--- src/rtl/noc_bridge_vc_tx.sv ---
// noc_bridge_vc_tx: credit-based virtual-channel transmitter for a NoC bridge.
// Three input channels (narrow response, narrow request, wide) share one AXIS
// output. Each channel spends remote credits to send data. Each outgoing beat
// also piggybacks credits for local rx buffer slots that were freed. A beat with
// nothing to send except credits is emitted as a credit-only packet.
//
// Handshake semantics (all valid/ready pairs in this block): a transfer happens
// in a cycle where valid and ready are both high at the rising clock edge. A
// source must hold valid and payload stable until that transfer. The input
// ready_o signals are combinational. They are high only when the output
// register loads and that channel wins arbitration. axis_tvalid_o comes straight
// from the output register and never depends on axis_tready_i.
module noc_bridge_vc_tx #(
  parameter int NumCredNarrowReq = 20,
  parameter int NumCredNarrowRsp = 20,
  parameter int NumCredWide      = 20,
  parameter int NarrowReqW       = 64,
  parameter int NarrowRspW       = 64,
  parameter int WideW            = 128,
  localparam int MaxCredNarrow   = (NumCredNarrowReq > NumCredNarrowRsp) ?
                                   NumCredNarrowReq : NumCredNarrowRsp,
  localparam int MaxCred         = (MaxCredNarrow > NumCredWide) ? MaxCredNarrow : NumCredWide,
  localparam int CredW           = $clog2(MaxCred + 1)
) (
  input  logic                   clk_i,
  input  logic                   rst_i,
  input  logic                   narrow_req_valid_i,
  output logic                   narrow_req_ready_o,
  input  logic [NarrowReqW-1:0]  narrow_req_data_i,
  input  logic                   narrow_rsp_valid_i,
  output logic                   narrow_rsp_ready_o,
  input  logic [NarrowRspW-1:0]  narrow_rsp_data_i,
  input  logic                   wide_valid_i,
  output logic                   wide_ready_o,
  input  logic [WideW-1:0]       wide_data_i,
  input  logic [2:0]             cred_free_i,
  input  logic                   cred_in_valid_i,
  input  logic [1:0]             cred_in_hdr_i,
  input  logic [CredW-1:0]       cred_in_i,
  output logic                   axis_tvalid_o,
  input  logic                   axis_tready_i,
  output logic [2+WideW-1:0]     axis_tdata_o,
  output logic [1+2+CredW-1:0]   axis_tuser_o
);

  localparam int         NumCh   = 3;
  localparam logic [1:0] HdrRsp  = 2'd0;
  localparam logic [1:0] HdrReq  = 2'd1;
  localparam logic [1:0] HdrWide = 2'd2;
  localparam int         TdataW  = 2 + WideW;
  localparam int         TuserW  = 1 + 2 + CredW;

  // Credit limit of a channel, indexed by its header value.
  function automatic logic [CredW-1:0] cred_max(input logic [1:0] ch);
    case (ch)
      HdrRsp:  cred_max = CredW'(NumCredNarrowRsp);
      HdrReq:  cred_max = CredW'(NumCredNarrowReq);
      default: cred_max = CredW'(NumCredWide);
    endcase
  endfunction

  // Channel k positions after ptr in the cyclic order rsp -> req -> wide -> rsp.
  function automatic logic [1:0] rr_step(input logic [1:0] ptr, input int k);
    int t;
    t = int'(ptr) + k;
    if (t >= NumCh) t = t - NumCh;
    return t[1:0];
  endfunction

  // Registered state
  logic [CredW-1:0]  cred_q [NumCh];
  logic [CredW-1:0]  cred_d [NumCh];
  logic [CredW-1:0]  pend_q [NumCh];
  logic [CredW-1:0]  pend_d [NumCh];
  logic              out_valid_q, out_valid_d;
  logic [TdataW-1:0] out_data_q, out_data_d;
  logic [TuserW-1:0] out_user_q, out_user_d;
  logic [1:0]        data_rr_q, data_rr_d;   // last channel granted data
  logic [1:0]        cred_rr_q, cred_rr_d;   // last channel whose credits were piggybacked

  // Combinational helpers
  logic [2:0]        in_valid;
  logic [2:0]        eligible;
  logic [2:0]        pend_nz;
  logic [1:0]        data_win, cred_win, cand;
  logic              data_found, cred_found;
  logic              load_slot, load;
  logic [2:0]        send, piggy;
  logic [WideW-1:0]  win_data;
  logic [CredW-1:0]  credits_out;
  logic [CredW-1:0]  ret_amt, pend_base;
  logic [CredW:0]    cred_sum, pend_sum;
  logic [2:0]        cred_ovf, pend_ovf;

  assign in_valid = {wide_valid_i, narrow_req_valid_i, narrow_rsp_valid_i};

  // Round-robin searches: data over eligible channels, credits over non-zero pending counts.
  always_comb begin
    eligible   = '0;
    pend_nz    = '0;
    data_win   = HdrRsp;
    data_found = 1'b0;
    cred_win   = HdrRsp;
    cred_found = 1'b0;
    cand       = HdrRsp;
    for (int i = 0; i < NumCh; i++) begin
      eligible[i] = in_valid[i] && (cred_q[i] != '0);
      pend_nz[i]  = (pend_q[i] != '0);
    end
    for (int k = 1; k <= NumCh; k++) begin
      cand = rr_step(data_rr_q, k);
      if (!data_found && eligible[cand]) begin
        data_win   = cand;
        data_found = 1'b1;
      end
    end
    for (int k = 1; k <= NumCh; k++) begin
      cand = rr_step(cred_rr_q, k);
      if (!cred_found && pend_nz[cand]) begin
        cred_win   = cand;
        cred_found = 1'b1;
      end
    end
  end

  // Decide whether the output register loads this cycle and who is served.
  always_comb begin
    load_slot = !out_valid_q || axis_tready_i;
    load      = !rst_i && load_slot && (data_found || cred_found);
    send      = '0;
    piggy     = '0;
    if (load && data_found) send[data_win] = 1'b1;
    if (load && cred_found) piggy[cred_win] = 1'b1;
  end

  assign narrow_rsp_ready_o = send[HdrRsp];
  assign narrow_req_ready_o = send[HdrReq];
  assign wide_ready_o       = send[HdrWide];

  // Select the winning payload, zero-extending narrow flits to the wide width.
  always_comb begin
    win_data = '0;
    case (data_win)
      HdrRsp:  win_data = WideW'(narrow_rsp_data_i);
      HdrReq:  win_data = WideW'(narrow_req_data_i);
      HdrWide: win_data = wide_data_i;
      default: win_data = '0;
    endcase
  end

  // Remote credit and pending-return counters: spend/return and free/piggyback, saturating.
  always_comb begin
    ret_amt   = '0;
    pend_base = '0;
    cred_sum  = '0;
    pend_sum  = '0;
    cred_ovf  = '0;
    pend_ovf  = '0;
    for (int i = 0; i < NumCh; i++) begin
      cred_d[i] = cred_q[i];
      pend_d[i] = pend_q[i];
      ret_amt   = (cred_in_valid_i && (cred_in_hdr_i == 2'(i))) ? cred_in_i : '0;
      cred_sum  = {1'b0, cred_q[i]} + {1'b0, ret_amt} - {{CredW{1'b0}}, send[i]};
      if (cred_sum > {1'b0, cred_max(2'(i))}) begin
        cred_d[i]   = cred_max(2'(i));
        cred_ovf[i] = 1'b1;
      end else begin
        cred_d[i] = cred_sum[CredW-1:0];
      end
      pend_base = piggy[i] ? '0 : pend_q[i];
      pend_sum  = {1'b0, pend_base} + {{CredW{1'b0}}, cred_free_i[i]};
      if (pend_sum > {1'b0, cred_max(2'(i))}) begin
        pend_d[i]   = cred_max(2'(i));
        pend_ovf[i] = 1'b1;
      end else begin
        pend_d[i] = pend_sum[CredW-1:0];
      end
    end
  end

  // Next contents of the one-entry output register and the round-robin pointers.
  always_comb begin
    out_valid_d = out_valid_q;
    out_data_d  = out_data_q;
    out_user_d  = out_user_q;
    data_rr_d   = data_rr_q;
    cred_rr_d   = cred_rr_q;
    credits_out = cred_found ? pend_q[cred_win] : '0;
    if (load) begin
      out_valid_d = 1'b1;
      out_data_d  = data_found ? {data_win, win_data} : '0;
      out_user_d  = {data_found, (cred_found ? cred_win : HdrRsp), credits_out};
      if (data_found) data_rr_d = data_win;
      if (cred_found) cred_rr_d = cred_win;
    end else if (out_valid_q && axis_tready_i) begin
      out_valid_d = 1'b0;
    end
  end

  // State registers; reset drops any held packet and restores full remote credit.
  always_ff @(posedge clk_i) begin
    if (rst_i) begin
      for (int i = 0; i < NumCh; i++) begin
        cred_q[i] <= cred_max(2'(i));
        pend_q[i] <= '0;
      end
      out_valid_q <= 1'b0;
      out_data_q  <= '0;
      out_user_q  <= '0;
      data_rr_q   <= HdrWide;
      cred_rr_q   <= HdrWide;
    end else begin
      for (int i = 0; i < NumCh; i++) begin
        cred_q[i] <= cred_d[i];
        pend_q[i] <= pend_d[i];
      end
      out_valid_q <= out_valid_d;
      out_data_q  <= out_data_d;
      out_user_q  <= out_user_d;
      data_rr_q   <= data_rr_d;
      cred_rr_q   <= cred_rr_d;
    end
  end

  // Overflowing credit returns or free pulses mean the link partner broke the protocol.
  always_ff @(posedge clk_i) begin
    if (!rst_i) begin
      a_cred_ovf: assert (cred_ovf == '0);
      a_pend_ovf: assert (pend_ovf == '0);
    end
  end

  assign axis_tvalid_o = out_valid_q;
  assign axis_tdata_o  = out_data_q;
  assign axis_tuser_o  = out_user_q;

endmodule

--- config.mk ---
export PLATFORM = sky130hd
export DESIGN_NAME = noc_bridge_vc_tx
export DESIGN_NICKNAME = d
export VERILOG_FILES = /design/src/rtl/noc_bridge_vc_tx.sv
export SDC_FILE = /design/constraint.sdc
export NUM_CORES = 1
export LEC_CHECK = 0
export ABC_CLOCK_PERIOD_IN_PS = 7800
export CORE_ASPECT_RATIO = 1.1
export CORE_UTILIZATION = 30
export CTS_CLUSTER_DIAMETER = 50
export CTS_CLUSTER_SIZE = 8
export DETAILED_ROUTE_END_ITERATION = 12
export SYNTH_ARGS = -nofsm -noshare
export SYNTH_HDL_FRONTEND = slang
export SYNTH_SLANG_ARGS = --single-unit
--- constraint.sdc ---
create_clock -name clk_i -period 7.8 [get_ports clk_i]
set_input_delay 1.95 -clock clk_i [delete_from_list [all_inputs] [get_ports clk_i]]
set_output_delay 1.95 -clock clk_i [all_outputs]
set_load 0.02 [all_outputs]
---- Word level (Yosys, flattened, before mapping) ----
Memories as Yosys holds them, arrays and structs flattened.
Index checks and enable logic that the tools add are counted.
storage, ports and cells
  bits in writable memories ............... 30
  latch bits .............................. 0
  input port bits ......................... 273
  logic and storage cells ................. 160
  memory bits (read-only) ................. 0
  register bits ........................... 143
  memories ................................ 2
operators by class
  bitwise operators ....................... 6
  divide/modulo/power cells ............... 0
  multiply operators ...................... 0
  $add $sub $neg .......................... 21
  muxes and demuxes ....................... 64
  order comparisons ....................... 22
  eq/ne operators ......................... 4
  shift-type cells ........................ 0
  reductions and logical operators ........ 36
memories
  name    words  width  read ports  clocked after memory_dff  wr ports  RTL line  RTL
  cred_q  3      5      3           0                         3         71        logic [CredW-1:0] cred_q [NumCh];
  pend_q  3      5      4           0                         3         73        logic [CredW-1:0] pend_q [NumCh];
operator list
  cell                                                                number
  one-hot mux 128 bit (3 select lines)                                1
  2-to-1 mux 130 bit                                                  1
  2-to-1 mux 5 bit                                                    20
  > comparator 6 x 5 -> 1 bit (second input constant)                 6
  nonzero test 5 bit                                                  6
  2-to-1 mux 2 bit                                                    13
  < comparator 2 x 3 -> 1 bit (second input constant)                 8
  2-to-1 mux 1 bit                                                    19
  adder 5 x 1 -> 6 bit                                                3
  adder 5 x 5 -> 6 bit                                                3
  greater-or-equal comparator 3 x 2 -> 1 bit (second input constant)  6
  subtractor 6 x 1 -> 6 bit                                           3
  logical AND 1 bit                                                   17
  adder 2 x 2 -> 3 bit (second input constant)                        4
  binary-select mux 1 bit (select 2 bit)                              6
  subtractor 2 bit (second input constant)                            6
  adder 2 x 1 -> 3 bit (second input constant)                        2
  logical NOT 1 bit                                                   6
  2-to-1 mux 3 bit                                                    2
  bitwise OR 1 bit                                                    6
  demux 1 bit (select 2 bit)                                          2
  equality test 2 x 1 -> 1 bit (second input constant)                2
  equality test 2 bit (second input constant)                         2
  greater-or-equal comparator 2 x 1 -> 1 bit (second input constant)  2
  other kinds (4)                                                     7

---- Depth between registers and ports, before layout ----
  depth in word-level cells ............... 22
  mapped depth ............................ 21
  depth with buffers taken out ............ 19

---- Worst setup path before layout ----
OpenSTA, ideal clock, no wires.
  path type ............................... in2out
  start ................................... in rst_i
  end ..................................... out wide_ready_o
  required time ........................... 5850 ps
  arrival ................................. 3390 ps
  path slack .............................. 2460 ps
  path buffers ............................ 2
  stages on the path ...................... 5
  cell sequence ........................... clkbuf_1 > nor2b_1 > o31ai_1 > nor3_1 > clkbuf_1
on the way
  word-level cells in the longest chain between the ends .. 5
RTL lines
  item                            RTL line  RTL
  from (decl)                     26        input logic rst_i,
  logical NOT 1 bit               --
  logical AND 1 bit (2 in a row)  129       load = !rst_i && load_slot && (data_found || cred_found);
  logical AND 1 bit               132       if (load && data_found) send[data_win] = 1'b1;
  2-to-1 mux 3 bit                132
  to (decl)                       34        output logic wide_ready_o,
Every way passes these cells.

---- Worst setup path after layout ----
  start ................................... in axis_tready_i
  end ..................................... out narrow_rsp_ready_o
on the way
  word-level cells in the longest chain between the ends .. 5
RTL lines
  item                            RTL line  RTL
  from (decl)                     41        input logic axis_tready_i,
  logical OR 1 bit                128       load_slot = !out_valid_q || axis_tready_i;
  logical AND 1 bit (2 in a row)  129
  logical AND 1 bit               132
  2-to-1 mux 3 bit                132
  to (decl)                       31        output logic narrow_rsp_ready_o,
Every way passes these cells.

==> impl_metrics.csv <==
group,metric,value,unit
outcome,run_status,"complete, no violations",
logic_synthesis,syn_nets,1178,
logic_synthesis,synth_top_cell_by_area,"dfxtp_1",
detailed_routing,wl_met1,13900,microns
min_path,hold_class,"reg -> reg",
clock_network,cts_resized,0,
setup_path,cp.arrival,4.46,ns
pwr,p_leak,5.33,nW
detailed_routing,vias,8160,
grt,grt_usage,22.2,%
setup_path,reg2reg_depth,18,
logic_synthesis,async_flop_share,0,%
placed_design,dp_hpwl,24800,microns
sta,fin_ws,1.39,ns
sta,slew_viol_final,0,
logic_synthesis,synth_top_area_share,41.5,%
grt,antenna_found_initial,11,
finish,final_net_count,1562,
setup_path,worst-setup-path-type,"in -> out",
pwr,ir_drop,0.204,mV
sta,slew_headroom,30.0,%
clock_network,clk_path_buf_depth,2,
detailed_routing,drt_pre_antenna_iters,5,
detailed_routing,wl_met2,15500,microns
grt,gr-total-overflow,0,
sta,setup-violations-final,0,
sta,period_needed,6.41,ns
setup_path,worstSetupEndpointType,"output pin",
detailed_routing,routed_wirelength,32800,microns
setup_path,cpPeakStageDelay,0.70,ns
floorplanning,die_area,28500,sq um
min_path,hold_path_depth,2,
placed_design,place_area,12800,sq um
detailed_routing,drt.antenna.violating_nets,0,
detailed_routing,routed.top_layer,"met5",
placed_design,gp_congestion,0.911,
detailed_routing,drt_iter0_drc,578,
clock_network,cts_tree,"yes",
clock_network,clk_pin_slew,0.07,ns
finish,layoutNonFillerInstCount,1621,
detailed_routing,drc,0,
sta,hold_violations,0,
setup_path,required,5.85,ns
sta,whs,0.441,ns
floorplanning,boundaryPins,415,
grt,grt_pass1_vias,7658,
sta,fin_crit_sh,82.2,%
logic_synthesis,ys_seq_area_share,41.5,%
detailed_routing,vias_per_cell,5.03,
finish,stdcell_area,13400,sq um
setup_path,setup.worst_path.start_class,"input pin",
setup_path,cp_cell_sequence,"clkdlybuf4s50_1 -> nand2b_1 -> nor2b_1 -> o31ai_1 -> nor3_1 -> clkdlybuf4s50_1",
clock_network,clock_tree.root_cell,"clkbuf_16",
finish,fill_cells,2553,
pwr,totalPowerFinal,4.69,mW
setup_path,cpMostUsedCell,"clkdlybuf4s50_1",
logic_synthesis,synth_enable_flop_cells,0,
detailed_routing,post_drt_wl_per_cell,20.2,microns
pwr,power_density,351,nW/um^2
floorplanning,chipHeight,177,microns
finish,drive_gt1_share,4.22,%
clock_network,cts.sinks,173,
sta,fin_setup_tns,0,ns
finish,utilization,49.3,%
clock_network,postCtsHoldBufs,0,
logic_synthesis,synth.area.top_cells,"dfxtp_1 42%, a22o_1 13%, a221o_1 7.8%",
logic_synthesis,synthCells,860,
sta,max_slew.worst_pin.slew,1.05,ns
logic_synthesis,ys_warn_count,0,
logic_synthesis,synth_area,8340,sq um
clock_network,postCtsSetupRepairBufs,0,
floorplanning,die_w,161,microns
logic_synthesis,synth_top_flop_cell,"dfxtp_1",
clock_network,clock_latency,0.43,ns
setup_path,worstPathMaxFanout,5,
setup_path,r2r_setup_slack,3.09,ns
sta,rsz0062_at_grt,"no",
floorplanning,fp-row-count,63,
logic_synthesis,yosysUniqueCellTypes,57,
placed_design,port_buffers,414,
floorplanning,core_area,27100,sq um
sta,fmax,156,MHz
flow_run,max_cap_violations,0,
placed_design,dp_slack,1.37,ns
grt,grt_max_degree,92,
clock_network,numCtsBuffers,17,
grt,grt_pass1_wl,47400,microns
logic_synthesis,syn_avg_cell_area,9.70,sq um
placed_design,dp_cells,1582,
sta,skew,0.0172,ns
detailed_routing,wl_met3,2810,microns
logic_synthesis,ys_ff_latch,173,
setup_path,crit_slowest_cell,"clkdlybuf4s50_1",
floorplanning,start_util,30.8,%
finish,area_growth,60.2,%
clock_network,ctsHtreeMaxLevel,4,
-- worst max-delay path, delay by kind of cell --
family	cells	cell delay (ns)
buf+inv	2	1.15
simple gates	3	1.09
compound gates	1	0.27
-- state kept, by name (all words and copies together), names as in the netlist --
signal         cells
axis_tvalid_o      1
cred_rr_q          2
data_rr_q          2
cred_q            15
axis_tuser_o       8
axis_tdata_o     130
pend_q            15
-- where the power goes --
part / internal (mW) / switching [mW]
Combinational: 1.20 / 1.38
Sequential: 1.13 / 0.136
Clock: 0.437 / 0.411
-- cells in the mapped netlist (15+ instances only) --
cell      number
nor2_1        18
clkbuf_1      35
inv_1         61
a221o_1       65
and2_1        80
buf_2         17
nand2_1       34
dfxtp_1      173
o21ai_0       22
nor2b_1       15
ha_1          42
a22o_1       128
a21oi_1       21
-- cell type report --
class	count	area, sq um	area share (%)
Multi-Input combinational cell	567	4410	33.0
Clock buffer	18	439	3.29
Clock inverter	14	145	1.09
Tap cell	357	447	3.34
Inverter	61	229	1.71
Antenna cell	7	17.5	0.131
Sequential cell	173	3460	25.9
Timing Repair Buffer	424	4220	31.6
-- path summary, 6_finish.rpt --
kind                                 startpoint            endpoint
worst max-delay path              axis_tready_i  narrow_rsp_ready_o
worst min-delay path            axis_tuser_o[5]     axis_tuser_o[5]
worst max register to register     data_rr_q[0]       cred_q[0][11]
worst min register to register  axis_tuser_o[5]     axis_tuser_o[5]
-- layer usage --
| metal | track usage (%) | vias up |
|---|---|---|
| li1 | - | 4001 |
| met1 | 27.8 | 3846 |
| met2 | 35.9 | 277 |
| met3 | 7.80 | 30 |
| met4 | 5.94 | 6 |
| met5 | 0 | - |
-- cell usage in the layout (no fill, tap or decap), types with 10 or more instances in the layout --
cell type        instances
clkbuf_16               17
buf_4                   10
dfxtp_1                173
ha_1                    42
xnor2_1                 10
nand3_1                 10
inv_1                   61
and2_1                  79
a21oi_1                 21
clkdlybuf4s50_1        414
nand2_1                 34
a21o_1                  10
nor2b_1                 15
a22o_1                 128
o21ai_0                 22
a221o_1                 65
nor2_1                  17
-- logic make-up (layout without fill, tap and decap cells) --
logic type | count (synthesis) | after routing | synth area share, %
AO/OA/AOI/OAI | 310 | 310 | 30.8
XOR/XNOR | 14 | 14 | 1.47
adder cells (fa/ha/maj) | 45 | 45 | 7.02
buffers and inverters | 120 | 517 | 5.92
flip-flops | 173 | 173 | 41.5
other | 0 | 7 | 0
AND/OR/NAND/NOR | 198 | 198 | 13.3
(Power assumes the default switching activity.)
